--- src/rtl/conv_addr_gen.sv ---
// conv_addr_gen: address generator for a direct 2-D convolution sweep.
// Walks filter / output row / output column / kernel row / kernel column /
// channel, and emits one registered (source, weight, output) address tuple
// per accepted valid/ready handshake.
`timescale 1ns/1ps

module conv_addr_gen #(
    parameter int CONV_DIM_IMG    = 32,
    parameter int CONV_DIM_OUT    = 32,
    parameter int CONV_DIM_KERNEL = 5,
    parameter int CONV_DIM_CH     = 3,
    parameter int NUM_FILTERS     = 8,
    parameter int STRIDE          = 1,
    parameter int PADDING         = 2,
    parameter int ADDR_W          = 16
) (
    input  logic              clk,
    input  logic              rst,
    input  logic              start,
    input  logic              ready,
    output logic              valid,
    output logic [ADDR_W-1:0] s_addr,
    output logic [ADDR_W-1:0] w_addr,
    output logic [ADDR_W-1:0] o_addr,
    output logic              pad,
    output logic              first,
    output logic              last,
    output logic              busy,
    output logic              done
);

    // Source coordinates can go negative by up to PADDING, so they are
    // evaluated two bits wider than the address width and signed.
    localparam int SW = ADDR_W + 2;

    typedef logic [ADDR_W-1:0] cnt_t;
    typedef logic signed [SW-1:0] coord_t;

    localparam cnt_t ONE     = cnt_t'(1);
    localparam cnt_t NF_MAX  = cnt_t'(NUM_FILTERS - 1);
    localparam cnt_t OUT_MAX = cnt_t'(CONV_DIM_OUT - 1);
    localparam cnt_t K_MAX   = cnt_t'(CONV_DIM_KERNEL - 1);
    localparam cnt_t CH_MAX  = cnt_t'(CONV_DIM_CH - 1);
    localparam cnt_t K_U     = cnt_t'(CONV_DIM_KERNEL);
    localparam cnt_t CH_U    = cnt_t'(CONV_DIM_CH);
    localparam cnt_t OUT_U   = cnt_t'(CONV_DIM_OUT);
    localparam cnt_t NF_U    = cnt_t'(NUM_FILTERS);
    localparam cnt_t W_FILT  = cnt_t'(CONV_DIM_CH * CONV_DIM_KERNEL * CONV_DIM_KERNEL);

    localparam coord_t STRIDE_S = coord_t'(STRIDE);
    localparam coord_t PAD_S    = coord_t'(PADDING);
    localparam coord_t IMG_S    = coord_t'(CONV_DIM_IMG);
    localparam coord_t CH_S     = coord_t'(CONV_DIM_CH);

    typedef enum logic [1:0] {IDLE, RUN, DONE} state_t;

    state_t state;
    cnt_t   i, j, k, m, n, l;

    cnt_t   nxt_i, nxt_j, nxt_k, nxt_m, nxt_n, nxt_l;
    logic   l_wrap, n_wrap, m_wrap, k_wrap, j_wrap, sweep_end;
    coord_t row_s, col_s;
    logic   nxt_pad, nxt_first, nxt_last;
    cnt_t   nxt_s_addr, nxt_w_addr, nxt_o_addr;

    // Next counter values (odometer carry from l up to i) and the address
    // tuple they produce, so the outputs can be registered in step with them.
    always_comb begin
        // NOTE: every always_comb output is given a default first so no path
        // leaves a variable unassigned, which would infer a latch.
        nxt_i = i;
        nxt_j = j;
        nxt_k = k;
        nxt_m = m;
        nxt_n = n;
        nxt_l = l;

        l_wrap    = (l == CH_MAX);
        n_wrap    = l_wrap && (n == K_MAX);
        m_wrap    = n_wrap && (m == K_MAX);
        k_wrap    = m_wrap && (k == OUT_MAX);
        j_wrap    = k_wrap && (j == OUT_MAX);
        sweep_end = j_wrap && (i == NF_MAX);

        if (state == IDLE) begin
            nxt_i = '0;
            nxt_j = '0;
            nxt_k = '0;
            nxt_m = '0;
            nxt_n = '0;
            nxt_l = '0;
        end else if (state == RUN && ready) begin
            nxt_l = l_wrap ? '0 : l + ONE;
            if (l_wrap) nxt_n = n_wrap ? '0 : n + ONE;
            if (n_wrap) nxt_m = m_wrap ? '0 : m + ONE;
            if (m_wrap) nxt_k = k_wrap ? '0 : k + ONE;
            if (k_wrap) nxt_j = j_wrap ? '0 : j + ONE;
            if (j_wrap) nxt_i = sweep_end ? '0 : i + ONE;
        end

        row_s = STRIDE_S * $signed({2'b00, nxt_j}) + $signed({2'b00, nxt_m}) - PAD_S;
        col_s = STRIDE_S * $signed({2'b00, nxt_k}) + $signed({2'b00, nxt_n}) - PAD_S;

        nxt_pad = row_s[SW-1] || (row_s >= IMG_S) || col_s[SW-1] || (col_s >= IMG_S);

        nxt_s_addr = nxt_pad ? '0
                   : cnt_t'((row_s * IMG_S + col_s) * CH_S + $signed({2'b00, nxt_l}));
        nxt_w_addr = nxt_i * W_FILT + (nxt_m * K_U + nxt_n) * CH_U + nxt_l;
        nxt_o_addr = (nxt_j * OUT_U + nxt_k) * NF_U + nxt_i;

        nxt_first = (nxt_m == '0) && (nxt_n == '0) && (nxt_l == '0);
        nxt_last  = (nxt_m == K_MAX) && (nxt_n == K_MAX) && (nxt_l == CH_MAX);
    end

    // Sweep FSM: owns the counters and every registered output.
    always_ff @(posedge clk or posedge rst) begin
        if (rst) begin
            state  <= IDLE;
            i      <= '0;
            j      <= '0;
            k      <= '0;
            m      <= '0;
            n      <= '0;
            l      <= '0;
            valid  <= 1'b0;
            busy   <= 1'b0;
            done   <= 1'b0;
            pad    <= 1'b0;
            first  <= 1'b0;
            last   <= 1'b0;
            s_addr <= '0;
            w_addr <= '0;
            o_addr <= '0;
        end else begin
            // NOTE: sequential state uses non-blocking assignments so every
            // register samples pre-edge values regardless of statement order.
            case (state)
                IDLE: begin
                    if (start) begin
                        state  <= RUN;
                        valid  <= 1'b1;
                        busy   <= 1'b1;
                        i      <= nxt_i;
                        j      <= nxt_j;
                        k      <= nxt_k;
                        m      <= nxt_m;
                        n      <= nxt_n;
                        l      <= nxt_l;
                        pad    <= nxt_pad;
                        first  <= nxt_first;
                        last   <= nxt_last;
                        s_addr <= nxt_s_addr;
                        w_addr <= nxt_w_addr;
                        o_addr <= nxt_o_addr;
                    end
                end
                RUN: begin
                    if (ready) begin
                        i <= nxt_i;
                        j <= nxt_j;
                        k <= nxt_k;
                        m <= nxt_m;
                        n <= nxt_n;
                        l <= nxt_l;
                        if (sweep_end) begin
                            state <= DONE;
                            valid <= 1'b0;
                            done  <= 1'b1;
                        end else begin
                            pad    <= nxt_pad;
                            first  <= nxt_first;
                            last   <= nxt_last;
                            s_addr <= nxt_s_addr;
                            w_addr <= nxt_w_addr;
                            o_addr <= nxt_o_addr;
                        end
                    end
                end
                DONE: begin
                    state <= IDLE;
                    done  <= 1'b0;
                    busy  <= 1'b0;
                end
                default: state <= IDLE;
            endcase
        end
    end

endmodule

--- config.mk ---
export PLATFORM = sky130hd
export DESIGN_NAME = conv_addr_gen
export DESIGN_NICKNAME = d
export VERILOG_FILES = /design/src/rtl/conv_addr_gen.sv
export SDC_FILE = /design/constraint.sdc
export NUM_CORES = 1
export LEC_CHECK = 0
export ABC_CLOCK_PERIOD_IN_PS = 13800
export CORE_UTILIZATION = 58
export CTS_CLUSTER_SIZE = 14
export DETAILED_ROUTE_END_ITERATION = 10
export GPL_TIMING_DRIVEN = 0
export PLACE_DENSITY = 0.87
export SYNTH_ARGS = -nofsm -noshare
export SYNTH_HDL_FRONTEND = slang
export SYNTH_SLANG_ARGS = --single-unit
--- constraint.sdc ---
create_clock -name clk -period 13.8 [get_ports clk]
set_input_delay 2.76 -clock clk [delete_from_list [all_inputs] [get_ports clk]]
set_output_delay 2.76 -clock clk [all_outputs]
set_load 0.03 [all_outputs]
==> metrics.yaml, run 1 <==
outcome: "completed"
synthesis.instances: 2075
clkTransAtPathRegs_ns: 0.07
start_util: 0.590
vias: 15200
overflow: 0
rsz0062_at_grt: "false"
first_iter_violations: 1316
dr.pass1.iters: 8
finalHoldViolCount: 0
num_rows: 62
path_class: "in2reg"
tritoncts: "yes"
skew_ns: 0.0134
drtAntennaViolNets: 0
cts_setup_buffers: 0
yosysWarnings: 0
setup_violations: 0
drive_gt1_frac: 0.0444
via_per_inst: 5.95
place_inst: 2517
grt_max_degree: 119
wl_per_cell_um: 20.3
cts_root_buf: "clkbuf_16"
crit_fanout: 10
nets: 2460
synth_edf_count: 0
drc: 0
synth.distinct_cells: 73
stdcell_area_um2: 18700
finalCritPeriodShare: 0.969
peakVddDrop_v: 0.000271
required_ns: 14.14
coreArea_um2: 28800
relSlewSlack: 0.310
synth-seq-area-share: 0.224
stdcell_count: 2548
drt-total-wl_um: 51600
synth_ff_type: "dfrtp_1"
cp_common_cell: "xnor2_1"
cts_max_level: 4
synthArstFlopShare: 1.00
diodes: 0
drv_cap: 0
cp_data_arrival_time_ns: 13.71
period_minus_slack_ns: 13.38
cts_sinks: 152
antenna_found_initial: 0
dp_hpwl_um: 41000
slowest_delay_ns: 0.55
min_path_type: "reg2reg"
die_w_um: 173
syn_area_um2: 17000
power_density_nw_per_um2: 183
port_buffers: 57
tightest_slew_ns: 1.03
grt_pass1_vias: 15000
place_area_um2: 18100
synth.avg_cell_area_um2: 8.19
syn_to_final_growth_pct: 10.0
grt_usage: 0.353
die_h_um: 173
ys_seq_elements: 152
grt_pass1_wl_um: 81600
io_pins: 58
cp.buffers_inverters: 7
cp_top_family: "adder cells"
setup.worst_path.start_class: "primary input"
end_kind: "register"
power.leakage_uw: 0.00947
clk_latency_ns: 0.45
slowest_stage: "clkdlybuf4s50_1"
cts_made_buffers: 17
gp_congestion: 0.977
slew_violations: 0
clock_path_buffers: 2
die-area_um2: 30000
clock.fmax_ghz: 0.0748
syn_nets: 2384
cell usage after synthesis, drive strengths merged, types with 10 or more instances:
cell	count	area share
and3	21	0.0077
fa	91	0.11
ha	214	0.16
nand2	264	0.058
nor3	41	0.012
nand3	51	0.015
and4	13	0.0067
inv	356	0.079
a21o	31	0.014
dfrtp	152	0.22
or3	11	0.0041
clkbuf	50	0.011
buf	12	0.0049
nand4	32	0.012
o21ai	154	0.047
xnor2	110	0.057
xor2	66	0.034
nor4	29	0.013
nor2	122	0.027
a31oi	10	0.0037
nand2b	16	0.0059
o21bai	23	0.011
a21oi	94	0.029
per-layer routing:
layer,up-vias,global-route usage,routed length (µm)
met5,-,0,0
met4,0,0.207,3240
met3,164,0.0620,4020
met2,695,0.577,24000
met1,7274,0.441,20400
li1,7027,-,-
power breakdown:
group	internal (µW)	switching (µW)
clock	272	228
combinational	1000	1430
sequential	473	21.9
registers in the layout, indices dropped and copies added (netlist names), 2 cells and up:
name and count:
n 16, k 16, l 16, state 2, s_addr 16, j 16, m 16, w_addr 16
i 16, o_addr 16
cell usage in the layout, fill, tap and decap left out, types with 8 or more instances in the layout:
master           instances
nand2b_1                16
clkbuf_1                49
clkdlybuf4s50_1         57
nand2_1                264
and4_1                  13
clkbuf_16               17
o21ai_0                142
inv_1                  355
xnor2_1                110
dfrtp_1                152
nand3_1                 50
o21bai_1                21
xor2_1                  66
a21o_1                  31
fa_1                    91
o21a_1                   8
nor3_1                  40
o21ai_2                  9
a31oi_1                 10
nor2_1                 119
ha_1                   214
nand4_1                 31
a21oi_1                 88
or3_1                   11
and3_1                  21
nor4_1                  25
logic make-up (layout without fill, tap and decap cells):
family	after synthesis	after routing	synth area share
multiplexers	7	7	0.00464
XOR/XNOR	179	179	0.0948
adder cells (fa/ha/maj)	305	305	0.265
AND/OR/NAND/NOR	641	641	0.183
flip-flops	152	152	0.224
AO/OA/AOI/OAI	373	373	0.135
buffers and inverters	418	507	0.0947
per-stage QoR:
step	setup TNS, ns	hold WS (ns)	total power, µW	utilization	worst slack [ns]
after CTS	0	0.479	3410	0.649	0.121
after floorplan	0	0.472	2350	-	1.88
after global placement	-0.726	0.460	2730	0.627	-0.726
after global routing	0	0.492	3750	0.649	0.0382
final	0	0.477	3430	0.649	0.423
after detailed placement	-0.834	0.463	2870	0.628	-0.834
tightest hold or removal path, cell delays in order (launching register included):
cell and delay [ns]:
dfrtp_1 0.34, nand2_1 0.06, o21ai_2 0.05
cell type report:
class | count | area (µm²)
multi-input combinational | 1505 | 11600
fill | 2350 | 10100
sequential | 152 | 3800
clock buffer | 18 | 429
buffer | 61 | 269
tap | 384 | 480
timing repair buffer | 58 | 598
inverter | 356 | 1340
clock inverter | 14 | 163
path summary, 6_finish.rpt:
kind	from	endpoint	slack [ns]	depth (start not counted)
worst max-delay path	ready	w_addr[15]	0.42	37
worst max register to register	l[0]	w_addr[15]	2.21	42
worst min register to register	s_addr[4]	s_addr[4]	0.48	2
min in group asynchronous	rst	s_addr[0]	2.68	2
worst min-delay path	s_addr[4]	s_addr[4]	0.48	2
max in group asynchronous	rst	i[10]	10.18	3
repair_timing:
action,4_1_cts,5_1_grt
gates resized for setup,2,7
endpoints found under the setup margin,1,1
gates cloned,0,0
hold buffers,0,0
No activity file was read; power rests on OpenSTA's default activity.
==> run 2: changes to the inputs <==
SLEW_MARGIN = 25   (was default)
==> run 2 against run 1 <==
Effect of this change: global-route usage is 0.074 points higher; power is 1.6% lower; clock skew is 0.0015 ns lower; highest routed layer unchanged.
==> metrics.yaml, run 2 (synthesis results as in run 1) <==
outcome: "completed"
drive_gt1_frac: 0.0444
drv_cap: 0
power.leakage_uw: 0.00946
wl_met2_um: 23800
start_util: 0.590
finalHoldViolCount: 0
antenna_found_initial: 0
die-area_um2: 30000
path_class: "in2reg"
power_density_nw_per_um2: 181
grt_usage: 0.354
min_path_type: "reg2reg"
place_area_um2: 18100
dp_hpwl_um: 41000
rsz0062_at_grt: "false"
first_iter_violations: 1289
via_per_inst: 5.92
clock.fmax_ghz: 0.0742
port_buffers: 57
coreArea_um2: 28800
nets: 2460
io_pins: 58
setup_violations: 0
syn_to_final_growth_pct: 9.76
drtAntennaViolNets: 0
drt-total-wl_um: 51600
vias: 15100
cts_sinks: 152
peakVddDrop_v: 0.000248
tightest_slew_ns: 1.05
die_w_um: 173
final_cell_mix: "inv_1 (355), nand2_1 (264), ha_1 (214)"
crit_fanout: 10
clkTransAtPathRegs_ns: 0.07
grt_max_degree: 82
relSlewSlack: 0.299
period_minus_slack_ns: 13.47
utilization: 0.648
hold_buffers: 0
skew_ns: 0.0119
tritoncts: "yes"
setup.worst_path.start_class: "primary input"
dr.pass1.iters: 6
stdcell_area_um2: 18600
clk_latency_ns: 0.45
layout_commonest_cell: "inv_1"
overflow: 0
place_inst: 2517
cts_max_level: 4
cts_root_buf: "clkbuf_16"
gp_congestion: 0.977
cp_data_arrival_time_ns: 13.81
drc: 0
cts_setup_buffers: 0
cts_made_buffers: 17
slowest_stage: "a2111oi_1"
wl_per_cell_um: 20.3
slowest_delay_ns: 0.57
top_layer_used: "met4"
required_ns: 14.14
grt_pass1_wl_um: 81800
clock_path_buffers: 2
end_kind: "register"
num_rows: 62
stdcell_count: 2548
m1WireLength_um: 21100
wl_met3_um: 3500
tns_ns: 0
slew_violations: 0
die_h_um: 173
finalCritPeriodShare: 0.976
grt_pass1_vias: 15000
run 2: cell types whose count changed in the layout (fill, tap and decap cells not counted), sizes merged:
cell and change:
bufinv -2, clkbuf +1, clkinv +5, clkinvlp -1, diode +1, inv -4
run 2: path summary, 6_finish.rpt:
kind	startpoint	endpoint	slack, ns	depth (start not counted)
worst max-delay path	ready	w_addr[15]	0.33	40
worst min-delay path	s_addr[8]	s_addr[8]	0.48	2
worst max register to register	l[0]	w_addr[15]	2.05	42
worst min register to register	s_addr[8]	s_addr[8]	0.48	2
max in group asynchronous	rst	i[0]	10.19	3
min in group asynchronous	rst	s_addr[0]	2.79	2
run 2: area by class of cell:
class | instances | area, µm²
fill | 2391 | 10100
inverter | 356 | 1340
multi-input combinational | 1505 | 11600
tap | 384 | 480
clock buffer | 19 | 453
timing repair buffer | 58 | 598
buffer | 61 | 269
clock inverter | 12 | 93.8
sequential | 152 | 3800
antenna | 1 | 2.50
run 2: where the power goes:
group	switching (µW)	total, µW	leakage, µW	internal [µW]
Combinational	1420	2420	0.00716	996
Clock	219	460	0.000267	241
Sequential	22.5	495	0.00203	473
run 2: worst max-delay path: cells and delay by family:
kind	cells	cell delay, ns
fa+ha+maj	8	3.63
xor+xnor	11	2.73
simple gates	6	1.91
compound gates	4	0.97
buf+inv	10	1.49
mux	1	0.26
run 2: metrics by stage:
step                      hold slack (ns)  power (µW)  worst slack [ns]
after detailed placement            0.463        2860            -0.832
after global routing                0.492        3710            0.0256
after global placement              0.460        2730            -0.726
after CTS                           0.479        3370            0.0547
after floorplan                     0.472        2350              1.88
final                               0.476        3370             0.329
run 2: what timing repair did:
item / 4_1_cts / 5_1_grt
pin swaps: 0 / 0
setup endpoints to repair: 1 / 1
gates cloned: 0 / 0
gates resized for setup: 2 / 7
run 2: routing by layer:
layer / up-vias / track usage
met1: 7304 / 0.440
met4: 0 / 0.216
met3: 149 / 0.0675
met2: 595 / 0.572
met5: - / 0
li1: 7026 / -
==> run 3: changes to the inputs <==
SLEW_MARGIN = 20   (was 25)
==> run 3 against run 2 <==
Effect of this change: core utilization increased by 0.074 points; first-iteration DRC count decreased by 0.70%; largest power group unchanged; register-to-register slack about the same; routed wire length decreased by 0.56%; clock skew increased by 0.0018 ns; sequential cell count unchanged; clock power increased by 3%; non-clock buffer count unchanged; clock-buffer cell count decreased by 1.
==> metrics.yaml, run 3 (synthesis results as in run 1) <==
slew_violations: 0
setup.worst_path.start_class: "primary input"
die-area_um2: 30000
gp_congestion: 0.977
drive_gt1_frac: 0.0448
place_inst: 2517
tightest_slew_ns: 1.01
stdcell_count: 2548
via_per_inst: 5.94
cts_max_level: 4
path_class: "in2reg"
dp_hpwl_um: 40900
start_util: 0.590
slowest_stage: "a2111oi_1"
drc: 0
grt_max_degree: 101
critPathCapture: "w_addr[15]"
skew_ns: 0.0138
clock.fmax_ghz: 0.0746
seqCellArea_um2: 3800
slowest_delay_ns: 0.58
grt_usage: 0.350
nFillCells: 2356
cts_setup_buffers: 0
cts_root_buf: "clkbuf_16"
die_w_um: 173
cp_data_arrival_time_ns: 13.74
coreArea_um2: 28800
utilization: 0.649
rsz0062_at_grt: "false"
clock_path_buffers: 2
power.leakage_uw: 0.00946
setup_violations: 0
min_path_type: "reg2reg"
clk_latency_ns: 0.46
peakVddDrop_v: 0.000241
power_density_nw_per_um2: 181
period_minus_slack_ns: 13.40
vias: 15100
cp_common_cell: "xnor2_1"
first_iter_violations: 1280
overflow: 0
grt_pass1_vias: 15100
drt-total-wl_um: 51400
die_h_um: 173
layout_commonest_cell: "inv_1"
clkTransAtPathRegs_ns: 0.07
required_ns: 14.14
regToRegStartpoint: "l[0]"
port_buffers: 57
stdcell_area_um2: 18700
cts_made_buffers: 17
syn_to_final_growth_pct: 9.89
dr.pass1.iters: 6
wl_per_cell_um: 20.2
timing.rr.end: "w_addr[15]"
drtAntennaViolNets: 0
num_rows: 62
relSlewSlack: 0.322
reg2reg_depth: 42
drv_cap: 0
outcome: "completed"
nets: 2460
crit_fanout: 10
cts_sinks: 152
tritoncts: "yes"
grt_pass1_wl_um: 80900
finalHoldViolCount: 0
place_area_um2: 18100
final_cell_mix: "inv_1 (355), nand2_1 (264), ha_1 (214)"
end_kind: "register"
worstSetupStartpoint: "ready"
finalCritPeriodShare: 0.971
multi_input_area_um2: 11600
diodes: 0
reg2reg_slack_ns: 2.06
hold_buffers: 0
antenna_found_initial: 0
io_pins: 58
## run 3: changes by cell type in the layout (fill, tap and decap cells not counted), sizes merged
cell and change:
clkinv -2, bufinv +1, diode -1, buf +1
inv +3, clkbuf -2
## run 3: area by class of cell
cell class,instances,area share
clock inverters,14,0.00744
flip-flops and latches,152,0.204
multi-input cells,1505,0.622
inverters,356,0.0720
repair buffers,58,0.0320
plain buffers,61,0.0144
well taps,384,0.0257
clock buffers,18,0.0230
## run 3: power by group
part           switching [µW]  internal, µW  total, µW  leakage [µW]
registers                22.6           473        495       0.00203
logic                    1410           994       2410       0.00716
clock network             222           253        475      0.000276
## run 3: metrics by stage
stage | total power, µW | hold WS, ns | setup WS [ns] | setup TNS (ns)
final | 3380 | 0.476 | 0.395 | 0
after global routing | 3730 | 0.491 | 0.0295 | 0
after CTS | 3370 | 0.479 | 0.110 | 0
after detailed placement | 2860 | 0.463 | -0.835 | -0.835
after global placement | 2730 | 0.460 | -0.726 | -0.726
after floorplan | 2350 | 0.472 | 1.88 | 0
## run 3: how the worst min path moves through the flow
stage / startpoint / end / slack [ns] / cells past startpoint
finish: s_addr[4] / s_addr[4] / 0.48 / 2
global route: s_addr[3] / s_addr[3] / 0.49 / 2
CTS: w_addr[1] / w_addr[1] / 0.48 / 2
detailed placement: w_addr[1] / w_addr[1] / 0.46 / 2
global placement: w_addr[1] / w_addr[1] / 0.46 / 2
floorplan: n[14] / n[14] / 0.47 / 2
## run 3: metal layers
| layer | vias up | track usage | wire (µm) |
|---|---|---|---|
| met5 | - | 0 | 0 |
| met2 | 631 | 0.571 | 23800 |
| met4 | 0 | 0.206 | 3220 |
| met3 | 155 | 0.0523 | 3770 |
| li1 | 7024 | - | - |
| met1 | 7323 | 0.442 | 20600 |
## run 3: worst max-delay path, delay by kind of cell
kind                       cells  cell delay, ns
AOI/OAI and AO/OA              7            1.94
adders and majority gates      8            3.63
muxes                          1            0.26
buffers and inverters          7            1.25
xor gates and xnor gates      10            2.53
and+or+nand+nor                4            1.36
## run 3: what timing repair did
item                                    in CTS  in global routing
pin swaps                                    0                  0
endpoints found under the setup margin       1                  1
resized for setup                            2                  9
endpoints found under the hold margin        0                  0
==> RTL edit 1 (config.mk and constraints of run 2) <==
Re-encode `state_t` (3 states) as one-hot, 3 bits wide.
--- a/src/rtl/conv_addr_gen.sv
+++ b/src/rtl/conv_addr_gen.sv
@@ -52,7 +52,7 @@
     localparam coord_t IMG_S    = coord_t'(CONV_DIM_IMG);
     localparam coord_t CH_S     = coord_t'(CONV_DIM_CH);
 
-    typedef enum logic [1:0] {IDLE, RUN, DONE} state_t;
+    typedef enum logic [2:0] {IDLE = 3'b001, RUN = 3'b010, DONE = 3'b100} state_t;
 
     state_t state;
     cnt_t   i, j, k, m, n, l;
Function: same outputs for any inputs over 10 cycles, from zero or initial values and one cycle with rst high; not proved beyond that.
==> RTL edit 1 against run 2 <==
- synthesized area increased by 1.9%
- worst hold slack got worse by 0.0036 ns
- sequential cell count increased by 1
- routed wire length increased by 1.7%
- worst setup slack improved by 0.19 ns
- cell area increased by 2.1%
- core utilization increased by 0.82 points
- die area increased by 1.9%
Power is not compared: it rests on default switching activity, and its combinational part moved more than twofold at a synthesized area within 25%.
==> RTL edit 1: results (changes against run 2) <==
The run gives 18400 um^2 (was 18070 um^2) as the instance area after placement. The tools report the net count of the mapped netlist as 2429 (was 2384). The cell with the biggest individual delay on the critical path is or4_1 (was a2111oi_1). The logs give 2562 (was 2517) for the total instance count after detailed placement and 0.4724 ns (was 0.4760 ns) for the worst hold slack across all endpoints. Number of fillers in the final layout: 2293 (was 2391). Most frequent cells after synthesis: inv_1, nand2_1, ha_1, dfrtp_1, o21ai_0 (unchanged).

The logs give 27.88% (was 29.92%) for the headroom to the max-slew limit and 2.20 ns (was 2.05 ns) for the worst setup slack for register-to-register paths. The met1 track utilization from global routing was 42.20% (was 44.02%); the final net count was 2506 (was 2460). The share of cells above drive strength 1 was 3.578% (was 4.438%). Synth top area cells: dfrtp_1, ha_1, fa_1 (unchanged). Sequential element share of the synthesized area: 22.13% (was 22.39%). Count of mapped cells out of synthesis: 2120 (was 2075). The met3 demand-to-capacity share in global routing is 8.420% (was 6.750%), and the met3 routed wirelength is 4.948 mm (was 3.504 mm). The path depth of the worst reg2reg path came out at 43 (was 42).

The initial detailed-routing violation count was 1565 (was 1289). The detailed-placement wirelength estimate is 40.34 mm (was 40.98 mm), and the final total power is 1.557 mW. The met2 routing resource usage after global routing was 56.53% (was 57.17%); the number of distinct library cell variants in the gate-level netlist after synthesis was 82 (was 73). The source of the worst register-to-register timing path is n[0] (was l[0]).

The run finished with clean final reports. The wire length on met1 is 19.99 mm (was 21.09 mm), and the detailed-route via count is 15950 (was 15070). The tools report the worst setup timing slack at the placement stage as 0.1536 ns (was -0.8322 ns). The clock period minus worst slack came out at 13.28 ns (was 13.47 ns).
RTL edit 1: changes by cell type in the layout (fill, tap and decap cells not counted), sizes merged, moves of 7 or more:
cell | before | now
nand2 | 264 | 238
nor2 | 122 | 100
a22o | 0 | 18
clkbuf | 68 | 86
a21oi | 94 | 108
xor2 | 66 | 55
nor3b | 2 | 10
mux2i | 3 | 10
RTL edit 1: how the worst min path moves through the flow:
stage	startpoint	to	cells after the start
floorplan	k[13]	k[13]	2
global placement	o_addr[1]	o_addr[1]	2
detailed placement	o_addr[1]	o_addr[1]	2
CTS	o_addr[1]	o_addr[1]	2
global route	w_addr[12]	w_addr[12]	2
finish	o_addr[1]	o_addr[1]	2
RTL edit 1: cell families after synthesis:
| logic type | Yosys count | synth area share (%) |
|---|---|---|
| buffers and inverters | 434 | 9.578 |
| AND/OR/NAND/NOR | 639 | 18.48 |
| AO/OA/AOI/OAI | 406 | 14.15 |
| flip-flops | 153 | 22.13 |
| adder cells (fa/ha/maj) | 305 | 26.00 |
| XOR/XNOR | 164 | 8.509 |
| multiplexers | 19 | 1.164 |
RTL edit 1: area by class of cell:
| type | count | area (um^2) | area share (%) |
|---|---|---|---|
| flip-flops and latches | 153 | 3830 | 20.12 |
| clock inverters | 8 | 145.1 | 0.7626 |
| plain buffers | 80 | 329.1 | 1.729 |
| multi-input cells | 1533 | 11850 | 62.24 |
| well taps | 384 | 480.5 | 2.524 |
| diodes | 1 | 2.502 | 0.01315 |
| repair buffers | 58 | 598.1 | 3.142 |
| inverters | 354 | 1336 | 7.021 |
| clock buffers | 22 | 464.2 | 2.439 |
RTL edit 1: what timing repair did:
action,4_1_cts,5_1_grt
resized for setup,0,2
endpoints found under the hold margin,0,0
setup endpoints to repair,0,1
==> RTL edit 2 (flow settings as in run 2) <==
Without the edit above. `ADDR_W`: 16 -> 15.
--- a/src/rtl/conv_addr_gen.sv
+++ b/src/rtl/conv_addr_gen.sv
@@ -12,7 +12,7 @@
     parameter int NUM_FILTERS     = 8,
     parameter int STRIDE          = 1,
     parameter int PADDING         = 2,
-    parameter int ADDR_W          = 16
+    parameter int ADDR_W          = 15
 ) (
     input  logic              clk,
     input  logic              rst,
Interface: changed (resized o_addr, s_addr and w_addr); port bits go from 58 to 55. The function was not compared with the original's and may differ.
==> RTL edit 2 against run 2 <==
- worst setup slack gained 1.1 ns
- sequential cell count is 9 lower
- power is 46% higher
- cell area decreased by 5.5%
- synthesized area down 5.7%
- routed wire length is 12% lower
- synthesized cell count decreased by 5.3%
- combinational power grew 64%
- critical endpoint is now w_addr[14]
==> RTL edit 2: results (changes against run 2) <==
The flow ran to the end, and the final reports show no timing, DRC or antenna violations. The adder and majority gate portion of the synthesized area came out at 26.04% (was 26.49%). The logs give 0.01751 ns (was 0.01192 ns) for the clock tree skew after final layout and 0 (was 1) for the antenna diode count. Synth top area cells: dfrtp_1, ha_1, fa_1 (unchanged). The logs give 33.31% (was 35.42%) for the combined global-route utilization of all metal layers and 45.48 mm (was 51.64 mm) for the post-detailed-routing wire length.

The worst setup timing slack at the placement stage came out at 1.141 ns (was -0.8322 ns). For the first-pass iteration count of the detailed router, the log shows 5 (was 6). The count of mapped cells out of synthesis was 1965 (was 2075). The logs give 1276 (was 1289) for the initial detailed-routing violation count and 17040 um^2 (was 18070 um^2) for the instance area after placement.

The xor and xnor area share after synthesis is 8.853% (was 9.481%), and the placer's final routability congestion estimate is 0.9848 (was 0.9772). The mean number of vias per cell works out to 5.985 (was 5.916). The worst-case hold path end point is o_addr[3] (was s_addr[8]).

The number of register bits inferred by synthesis was 143 (was 152); the net count of the mapped netlist was 2253 (was 2384). Total of buffers placed on input and output ports: 54 (was 57). The source of the worst register-to-register timing path is l[3] (was l[0]).

The endpoint of the most critical register-to-register path was w_addr[14] (was w_addr[15]). The post-synthesis compound-gate area fraction was 13.80% (was 13.45%). The worst setup slack for register-to-register paths is 3.17 ns (was 2.05 ns), and the met2 routing resource usage after global routing is 53.70% (was 57.17%). The startpoint of the most critical hold path is o_addr[3] (was s_addr[8]).

The number of gates resized after cts is 0 (was 2), and the detailed-placement wirelength estimate is 36.84 mm (was 40.98 mm). Critical-path maximum fanout: 8 (was 10). For the first-pass GRT wire length, the log shows 73.38 mm (was 81.77 mm). The worst endpoint data arrival time is 12.74 ns (was 13.81 ns), and the sequential element share of the synthesized area is 22.35% (was 22.39%).

For the maximum VDD drop, the log shows 0.4943 mV (was 0.2481 mV).
## RTL edit 2: area by class of cell
cell class / count / area [um^2] / area share (%)
inverters: 311 / 1175 / 6.672
well taps: 341 / 426.7 / 2.423
plain buffers: 58 / 221.5 / 1.258
repair buffers: 55 / 568.0 / 3.226
multi-input cells: 1453 / 11070 / 62.84
flip-flops and latches: 143 / 3578 / 20.32
clock buffers: 18 / 429.2 / 2.437
clock inverters: 14 / 145.1 / 0.8242
## RTL edit 2: how the worst max path moves through the flow
stage          slack (ns)  cells past startpoint    endpoint
4_1_cts              1.53                     37  w_addr[14]
3_5_place_dp         1.14                     37  w_addr[14]
3_3_place_gp         1.06                     35  w_addr[14]
6_report             1.40                     40  w_addr[14]
2_1_floorplan        3.06                     39  w_addr[14]
5_1_grt              0.86                     40  w_addr[14]
## RTL edit 2: cell families after synthesis
| family | Yosys count |
|---|---|
| muxes | 9 |
| buffers and inverters | 369 |
| DFF | 143 |
| xor gates and xnor gates | 161 |
| and+or+nand+nor | 641 |
| AOI/OAI and AO/OA | 358 |
| adders and majority gates | 284 |
## RTL edit 2: worst reg2reg max path, delay by kind of cell, from the launching register on
kind            cells  cell delay (ns)
compound gates      6             1.46
xor+xnor            2             0.54
fa+ha+maj           9             3.79
buf+inv             9             0.88
flops               1             0.37
simple gates       14             3.49
## RTL edit 2: metal layers
metal / up-vias / share of wire, %
met5: - / 0
met4: 0 / 6.3
met3: 119 / 7.5
met2: 610 / 45
met1: 6880 / 41
li1: 6713 / -
## RTL edit 2: power breakdown
part	internal [mW]	leakage [nW]	switching, mW
logic	1.72	6.67	2.26
registers	0.454	1.93	0.0251
clock network	0.255	0.266	0.222
